## src/rtl/defines_package.sv

```systemverilog
// Shared wireframe geometry, triangle/colour types and the scheduler state encoding.
package defines_package;

  localparam int WIDTH  = 8;
  localparam int HEIGHT = 4;
  localparam int WIREFRAME_ADDR_SIZE = $clog2(WIDTH * HEIGHT);

  typedef struct packed {
    logic [7:0] x;
    logic [7:0] y;
    logic [7:0] z;
  } Vertex3D;

  typedef struct packed {
    Vertex3D v0;
    Vertex3D v1;
    Vertex3D v2;
  } Triangle3D;

  typedef struct packed {
    logic [3:0] r;
    logic [3:0] g;
    logic [3:0] b;
  } Color;

  typedef struct packed {
    Triangle3D triangle;
    Color      color;
  } TriEntry;

  typedef enum logic [2:0] {IDLE, CLEAR, RUN, START, WAIT, DONE} SchedState;

endpackage

```

## src/rtl/tri_fifo.sv

```systemverilog
// Synchronous FIFO of triangle/colour entries; the head is read straight from storage.
module tri_fifo
  import defines_package::*;
#(
  parameter int DEPTH = 4
) (
  input  logic    clk,
  input  logic    n_rst,
  input  logic    push,
  input  logic    pop,
  input  TriEntry push_data,
  output TriEntry head,
  output logic    full,
  output logic    empty
);

  localparam int AW = $clog2(DEPTH);

  TriEntry          mem [DEPTH];
  logic    [AW:0]   wr_ptr;
  logic    [AW:0]   rd_ptr;

  // Extra pointer bit distinguishes full from empty when the index bits match.
  assign empty = (wr_ptr == rd_ptr);
  assign full  = (wr_ptr[AW] != rd_ptr[AW]) && (wr_ptr[AW-1:0] == rd_ptr[AW-1:0]);
  assign head  = mem[rd_ptr[AW-1:0]];

  always_ff @(posedge clk) begin
    if (push && !full) begin
      mem[wr_ptr[AW-1:0]] <= push_data;
    end
  end

  always_ff @(posedge clk) begin
    if (!n_rst) begin
      wr_ptr <= '0;
      rd_ptr <= '0;
    end else begin
      if (push && !full) begin
        wr_ptr <= wr_ptr + 1'b1;
      end
      if (pop && !empty) begin
        rd_ptr <= rd_ptr + 1'b1;
      end
    end
  end

endmodule

```

## src/rtl/raster_scheduler.sv

```systemverilog
// Frame controller: clears wireframe memory, then feeds queued triangles to the rasterizer
// one at a time and owns the shared memory write port.
module raster_scheduler
  import defines_package::*;
#(
  parameter int DEPTH = 4,
  parameter int CNT_W = 16
) (
  input  logic                           clk,
  input  logic                           n_rst,
  input  logic                           frame_start,
  input  logic                           frame_end,
  input  logic                           in_valid,
  output logic                           in_ready,
  input  Triangle3D                      in_triangle,
  input  Color                           in_color,
  output logic                           rast_start,
  output Triangle3D                      rast_triangle,
  output Color                           rast_color,
  input  logic                           rast_done,
  input  logic                           rast_write_en,
  input  logic                           rast_wf_data,
  input  logic [WIREFRAME_ADDR_SIZE-1:0] rast_addr,
  output logic                           write_en,
  output logic                           wf_data,
  output logic [WIREFRAME_ADDR_SIZE-1:0] addr,
  output logic                           busy,
  output logic                           frame_done,
  output logic [CNT_W-1:0]               tri_count
);

  localparam logic [WIREFRAME_ADDR_SIZE-1:0] LAST_ADDR = WIREFRAME_ADDR_SIZE'(WIDTH * HEIGHT - 1);

  SchedState                      state;
  logic [WIREFRAME_ADDR_SIZE-1:0] clr_cnt;
  logic                           end_flag;
  logic                           done_q;
  logic                           fifo_full;
  logic                           fifo_empty;
  logic                           fifo_pop;
  TriEntry                        push_entry;
  TriEntry                        fifo_head;

  assign in_ready   = ~fifo_full;
  assign fifo_pop   = (state == RUN) && !fifo_empty;
  assign push_entry = '{triangle: in_triangle, color: in_color};

  tri_fifo #(.DEPTH(DEPTH)) u_fifo (
    .clk       (clk),
    .n_rst     (n_rst),
    .push      (in_valid & in_ready),
    .pop       (fifo_pop),
    .push_data (push_entry),
    .head      (fifo_head),
    .full      (fifo_full),
    .empty     (fifo_empty)
  );

  // Completion is a rising edge of rast_done so a level left high by the previous
  // triangle cannot retire the next one early.
  always_ff @(posedge clk) begin
    if (!n_rst) begin
      state         <= IDLE;
      clr_cnt       <= '0;
      end_flag      <= 1'b0;
      done_q        <= 1'b0;
      rast_start    <= 1'b0;
      rast_triangle <= '0;
      rast_color    <= '0;
      busy          <= 1'b0;
      frame_done    <= 1'b0;
      tri_count     <= '0;
    end else begin
      done_q     <= rast_done;
      rast_start <= 1'b0;
      frame_done <= 1'b0;
      if (frame_end && state != IDLE) begin
        end_flag <= 1'b1;
      end
      case (state)
        IDLE: begin
          if (frame_start) begin
            state     <= CLEAR;
            clr_cnt   <= '0;
            tri_count <= '0;
            end_flag  <= 1'b0;
            busy      <= 1'b1;
          end
        end
        CLEAR: begin
          clr_cnt <= clr_cnt + 1'b1;
          if (clr_cnt == LAST_ADDR) begin
            state <= RUN;
          end
        end
        RUN: begin
          if (!fifo_empty) begin
            rast_triangle <= fifo_head.triangle;
            rast_color    <= fifo_head.color;
            rast_start    <= 1'b1;
            state         <= START;
          end else if (end_flag) begin
            frame_done <= 1'b1;
            state      <= DONE;
          end
        end
        START: state <= WAIT;
        WAIT: begin
          if (rast_done && !done_q) begin
            if (tri_count != '1) begin
              tri_count <= tri_count + 1'b1;
            end
            state <= RUN;
          end
        end
        DONE: begin
          busy  <= 1'b0;
          state <= IDLE;
        end
        default: state <= IDLE;
      endcase
    end
  end

  // Rasterizer pixel writes arriving during CLEAR are simply dropped.
  always_comb begin
    write_en = rast_write_en;
    wf_data  = rast_wf_data;
    addr     = rast_addr;
    if (state == CLEAR) begin
      write_en = 1'b1;
      wf_data  = 1'b0;
      addr     = clr_cnt;
    end
  end

endmodule

```

## config.mk

```make
export PLATFORM = sky130hd
export DESIGN_NAME = raster_scheduler
export DESIGN_NICKNAME = d
export VERILOG_FILES = /design/src/rtl/defines_package.sv /design/src/rtl/tri_fifo.sv /design/src/rtl/raster_scheduler.sv
export SDC_FILE = /design/constraint.sdc
export NUM_CORES = 1
export LEC_CHECK = 0
export CAP_MARGIN = 10
export CORE_MARGIN = 1.5
export CORE_UTILIZATION = 49
export CTS_BUF_LIST = sky130_fd_sc_hd__clkbuf_16
export CTS_CLUSTER_SIZE = 24
export DETAILED_ROUTE_END_ITERATION = 10
export PLACE_DENSITY = 0.83
export SKIP_LAST_GASP = 1
export SYNTH_ARGS = -nofsm -noshare
export SYNTH_HDL_FRONTEND = slang
export SYNTH_SLANG_ARGS = --single-unit
```

## constraint.sdc

```tcl
create_clock -name clk -period 3.95 [get_ports clk]
set_clock_uncertainty 0.2 [all_clocks]
set_input_delay 0.5925 -clock clk [delete_from_list [all_inputs] [get_ports clk]]
set_output_delay 0.5925 -clock clk [all_outputs]
set_load 0.02 [all_outputs]
```

==> results of run 1 <==
layer usage:
layer | up-vias | wire length [um]
met4 | 0 | 1010
met1 | 4739 | 14400
met5 | - | 0
li1 | 4371 | -
met2 | 347 | 17100
met3 | 61 | 2390
layout make-up:
cell class | instances | area (um^2)
Fill cell | 2468 | 13400
Antenna cell | 2 | 5.00
Timing Repair Buffer | 223 | 2260
Clock inverter | 33 | 203
Multi-Input combinational cell | 528 | 4370
Inverter | 7 | 26.3
Tap cell | 455 | 569
Sequential cell | 455 | 12500
Clock buffer | 45 | 1130
registers in the layout (all words and copies together), names as in the netlist:
| signal | cells |
|---|---|
| rast_start | 1 |
| u_fifo.mem | 336 |
| state | 3 |
| clr_cnt | 5 |
| tri_count | 16 |
| busy | 1 |
| rast_triangle | 72 |
| end_flag | 1 |
| frame_done | 1 |
| u_fifo.wr_ptr | 3 |
| done_q | 1 |
| u_fifo.rd_ptr | 3 |
| rast_color | 12 |
worst max-delay path: stages, from the launching register on:
cell and delay, ns:
dfxtp_1 0.47, inv_1 0.10, nor3_1 0.71, nand2_1 0.12, nand2_1 0.08, clkdlybuf4s50_1 0.60
final timing paths:
| path | end | slack, ns | depth (start not counted) |
|---|---|---|---|
| max reg2reg | u_fifo.mem[0][26] | 1.02 | 4 |
| max | addr[1] | 0.54 | 5 |
| min reg2reg | rast_triangle[54] | 0.25 | 2 |
| min | rast_triangle[24] | 0.24 | 2 |
layout by cell type, fill, tap and decap left out, types with 6 or more instances in the layout:
cell type / instances
a21boi_0: 82
and2_1: 10
and3_1: 7
buf_12: 6
buf_4: 11
clkbuf_16: 45
clkdlybuf4s50_1: 206
clkinv_1: 6
clkinv_2: 7
dfxtp_1: 117
edfxtp_1: 336
ha_1: 8
inv_1: 20
mux4_2: 84
nand2_1: 202
nand3_1: 13
nor2_1: 22
nor3_1: 8
o21ai_0: 12
xnor2_1: 9
xor2_1: 7
cells by family (layout without fill, tap and decap cells):
logic type                 after synthesis  after routing  share of synthesized area [%]
DFF                                    455            455                           73.0
AOI/OAI and AO/OA                      126            126                           5.46
adders and majority gates                8              8                          0.586
buffers and inverters                   64            308                           1.60
and+or+nand+nor                        294            294                           7.50
muxes                                   84             84                           11.1
other                                    0              2                              0
xor gates and xnor gates                16             16                          0.820
per-stage QoR:
stage               power (uW)  setup slack [ns]  std cells  area, um^2
global placement          7240             0.811       1668       19700
global route             11400             0.319       1748       21000
finish                   11000             0.538       1748       21000
floorplan                 6650             0.194       1047       17100
detailed placement        7290             0.784       1668       19700
CTS                      11100             0.510       1746       21000
power breakdown:
group	total (uW)	leakage [uW]	switching [uW]	internal, uW
Clock	3850	0.000702	1660	2190
Combinational	1590	0.00198	888	703
Sequential	5580	0.00405	146	5430
Total	11000	0.00673	2690	8330
==> impl_metrics.yaml, run 1 <==
global_route:
  grt_max_degree: 87
  grt_util_met1_pct: 26.2
  grt_pass1_vias: 9700
  grtUsageMet2_pct: 32.4
  overflow: 0
  antenna_found_initial: 2
  top_usage_layer: "met2"
  use_met3_pct: 3.87
  grt_usage_pct: 19.7
  grt_pass1_wl_um: 54100
floorplan:
  die_x_um: 190
  placementRows: 68
  io_pins: 208
  die_h_um: 190
  floorplan.core_area_mm2: 0.0345
  dieArea_mm2: 0.0360
  start_util_pct: 49.6
synth:
  yosysMostFrequentCell: "edfxtp_1"
  synthFlopType: "edfxtp_1"
  ys_top_cells_by_count: "edfxtp_1, nand2_1, dfxtp_1"
  syn_nets: 1152
  synth_top_area_cell: "edfxtp_1"
  syn-instance-count: 1047
  synthDominantCellAreaShare_pct: 59.0
  seq_area_frac_synth_pct: 73.0
  ys_ff_latch: 455
  syn_area_mm2: 0.0171
  ys_types: 54
  synth_edf_count: 336
  async_flop_share_pct: 0
  ys_top_cells_by_area: "edfxtp_1, dfxtp_1, mux4_2, nand2_1, a21boi_0"
  yosysWarnings: 0
  syn_area_per_cell_um2: 16.3
power_and_ir_drop:
  ir_drop_mv: 0.358
  leakagePower_uw: 0.00673
  power.density_mw_per_mm2: 524
route:
  ant_nets: 0
  vias: 9518
  drt_first_iter_violations: 548
  via_per_inst: 5.45
  drt_wl_total_um: 34900
  drt_first_pass_iters: 7
  wire_per_inst_um: 20.0
  drcViolationCount: 0
clock_network:
  cts_setup_buffers: 0
  htree_num_levels: 2
  cts_tree: "yes"
  cts_inserted_buffers: 43
  clock-sinks: 455
  cts.path.max_buffers: 3
  ctsHoldBuffers: 0
  clk_pin_slew_worst_paths_ns: 0.06
  root_buffer: "clkbuf_16"
  clk_latency_ns: 0.53
  ctsResizeCount: 0
critical_path:
  startpoint_type: "flop"
  setup.worst_path.start: "state[0]"
  path_class: "reg2out"
  critical_path_arrival_ns: 2.62
  r2r_start: "u_fifo.rd_ptr[1]"
  crit_fanout: 10
  crit_path_end_kind: "output port"
  cp.required_ns: 3.16
timing:
  fin_crit_sh_pct: 86.4
  fin_setup_tns_ns: 0
  hold_viol: 0
  slew_violations: 0
  rsz0062_at_grt: "false"
  hold_ws_ns: 0.238
  final.min_clock_period_ns: 3.41
  fmax_mhz: 293
  setup_viol: 0
  worst_slew_margin_rel_pct: 27.8
  tightest_slew_ns: 1.08
hold_path:
  hold_start: "n_rst"
  hold_class: "in2reg"
job:
  cap_violations: 0
final_layout:
  nNetsFinal: 1363
  syn2layout_area_growth_pct: 23.1
  drive_above_1_share_pct: 13.3
  fin_util_pct: 61.1
placement:
  place_congestion: 0.867
  dp_hpwl_um: 21300
  portBuffers: 207
status:
  outcome: "complete, no violations"
Power figures use the tool's default switching activity.
==> run 2, diff against run 1 <==
--- a/config.mk
+++ b/config.mk
@@ -11,7 +11,8 @@
 export CTS_BUF_LIST = sky130_fd_sc_hd__clkbuf_16
 export CTS_CLUSTER_SIZE = 24
 export DETAILED_ROUTE_END_ITERATION = 10
-export PLACE_DENSITY = 0.83
+export DONT_BUFFER_PORTS = 1
+export PLACE_DENSITY = 0.75
 export SKIP_LAST_GASP = 1
 export SYNTH_ARGS = -nofsm -noshare
 export SYNTH_HDL_FRONTEND = slang
==> run 2 against run 1 <==
Sequential cell count stayed put. Combinational power is 23% lower. Setup slack better by 0.42 ns. Core utilization is 2.5 points lower. Critical endpoint is now addr[2].
==> impl_metrics.yaml, run 2 (synthesis gave the netlist of run 1 again) <==
clock_network:
  htree_num_levels: 2
  clock-sinks: 455
  cts_inserted_buffers: 46
  ctsResizeCount: 0
  cts_tree: "yes"
  clk_latency_ns: 0.55
  clk_pin_slew_worst_paths_ns: 0.06
  root_buffer: "clkbuf_16"
  cts.path.max_buffers: 3
global_route:
  grt_pass1_vias: 9199
  overflow: 0
  grt_usage_pct: 19.4
  grt_pass1_wl_um: 53000
  grt_max_degree: 103
  antenna_found_initial: 4
final_layout:
  drive_above_1_share_pct: 16.0
  nNetsFinal: 1245
  syn2layout_area_growth_pct: 18.2
  fillers: 2563
  largest_register_ffs: 336
  layout_common_cells: "edfxtp_1, nand2_1, dfxtp_1"
  multiInputGateArea_mm2: 0.00437
  regArea_mm2: 0.0125
  layout_commonest_cell: "edfxtp_1"
route:
  ant_nets: 0
  drt_first_pass_iters: 5
  via_per_inst: 5.57
  vias: 9110
  drt_first_iter_violations: 580
  drt_wl_total_um: 34400
  wire_per_inst_um: 21.0
  drcViolationCount: 0
timing:
  tightest_slew_ns: 0.872
  fin_setup_tns_ns: 0
  fin_crit_sh_pct: 75.7
  final.min_clock_period_ns: 2.99
  slew_violations: 0
  rsz0062_at_grt: "false"
  worst_slew_margin_rel_pct: 41.4
  fmax_mhz: 334
  fin_ws_ns: 0.959
  hold_viol: 0
  setup_viol: 0
floorplan:
  die_x_um: 190
  placementRows: 68
  io_pins: 208
  floorplan.core_area_mm2: 0.0345
  die_h_um: 190
  dieArea_mm2: 0.0360
  start_util_pct: 49.6
placement:
  place_congestion: 0.844
  dp_hpwl_um: 19100
  portBuffers: 0
  dp_slack_ns: 1.28
critical_path:
  crit_fanout: 10
  crit_end: "addr[2]"
  setup.worst_path.start: "state[0]"
  timing.critical_path.mode_cell: "nand2_1"
  slowest_delay_ns: 0.73
  ff2ff_path_depth: 4
  regToRegSetupSlack_ns: 1.30
  cp.required_ns: 3.16
  crit_path_end_kind: "output port"
  startpoint_type: "flop"
  path_class: "reg2out"
  critical_path_arrival_ns: 2.20
  path_cells: "inv_1 > nor3_1 > nand2_1 > nand2_1"
  crit_slowest_cell: "nor3_1"
  r2r_start: "u_fifo.wr_ptr[1]"
  timing.rr.end: "u_fifo.mem[3][32]"
power_and_ir_drop:
  ir_drop_mv: 0.442
  power.density_mw_per_mm2: 576
  leakagePower_uw: 0.00646
hold_path:
  hold_class: "in2reg"
  hold_start: "n_rst"
job:
  cap_violations: 0
status:
  outcome: "complete, no violations"
-- run 2: cell count changes in the layout (fill, tap and decap cells not counted), moves of 3 or more --
cell | previous run | this run
dlygate4sd3_1 | 0 | 87
clkdlybuf4s50_1 | 206 | 0
inv_1 | 20 | 10
clkbuf_16 | 45 | 49
bufinv_16 | 2 | 10
clkinv_2 | 7 | 10
-- run 2: timing repair --
| action | 4_1_cts | 5_1_grt |
|---|---|---|
| endpoints found under the hold margin | 439 | 0 |
| buffers inserted | 0 | 0 |
| hold buffers | 88 | 0 |
-- run 2: routing by layer --
metal / part of all wire, % / wire, um / track usage, % / vias to the layer above
met2: 49 / 16800 / 31.4 / 312
met3: 7.8 / 2700 / 6.01 / 49
met4: 2.0 / 699 / 5.43 / 0
met5: 0 / 0 / 0 / -
li1: - / - / - / 4148
met1: 41 / 14200 / 25.4 / 4601
-- run 2: power by group --
| group | switching (uW) | leakage (uW) | internal (uW) |
|---|---|---|---|
| Sequential | 272 | 0.00405 | 5430 |
| Clock | 1810 | 0.000827 | 2910 |
| Combinational | 723 | 0.00159 | 495 |
| Total | 2800 | 0.00646 | 8840 |
-- run 2: cell type report --
type                       count  area share (%)
sequential                   455            61.8
clock inverter                37            2.22
timing repair buffer         102            5.28
clock buffer                  49            6.07
tap                          455            2.82
antenna                        4          0.0496
inverter                       7           0.130
multi-input combinational    528            21.6
-- run 2: worst min path at each step --
stage	cells after the start	slack, ns	to
after floorplan	2	0.24	frame_done
after global placement	2	0.26	frame_done
after detailed placement	2	0.26	frame_done
after CTS	2	0.05	state[2]
after global routing	2	0.07	state[2]
final	2	0.08	state[2]
-- run 2: metrics by stage --
stage | instances | util, % | hold slack, ns | total power, uW | area, um^2
floorplan | 1047 | - | 0.241 | 6650 | 17100
global placement | 1459 | 51.1 | 0.264 | 6880 | 17600
detailed placement | 1459 | 51.1 | 0.262 | 6920 | 17600
CTS | 1633 | 58.6 | 0.0461 | 11800 | 20200
global route | 1636 | 58.6 | 0.0660 | 12100 | 20200
finish | 1637 | 58.6 | 0.0842 | 11600 | 20200
-- run 2: critical path, delay by kind of cell (launching register included) --
| family | cells | cell delay [ns] |
|---|---|---|
| flip-flops | 1 | 0.47 |
| AND/OR/NAND/NOR | 3 | 1.07 |
| buffers and inverters | 1 | 0.10 |
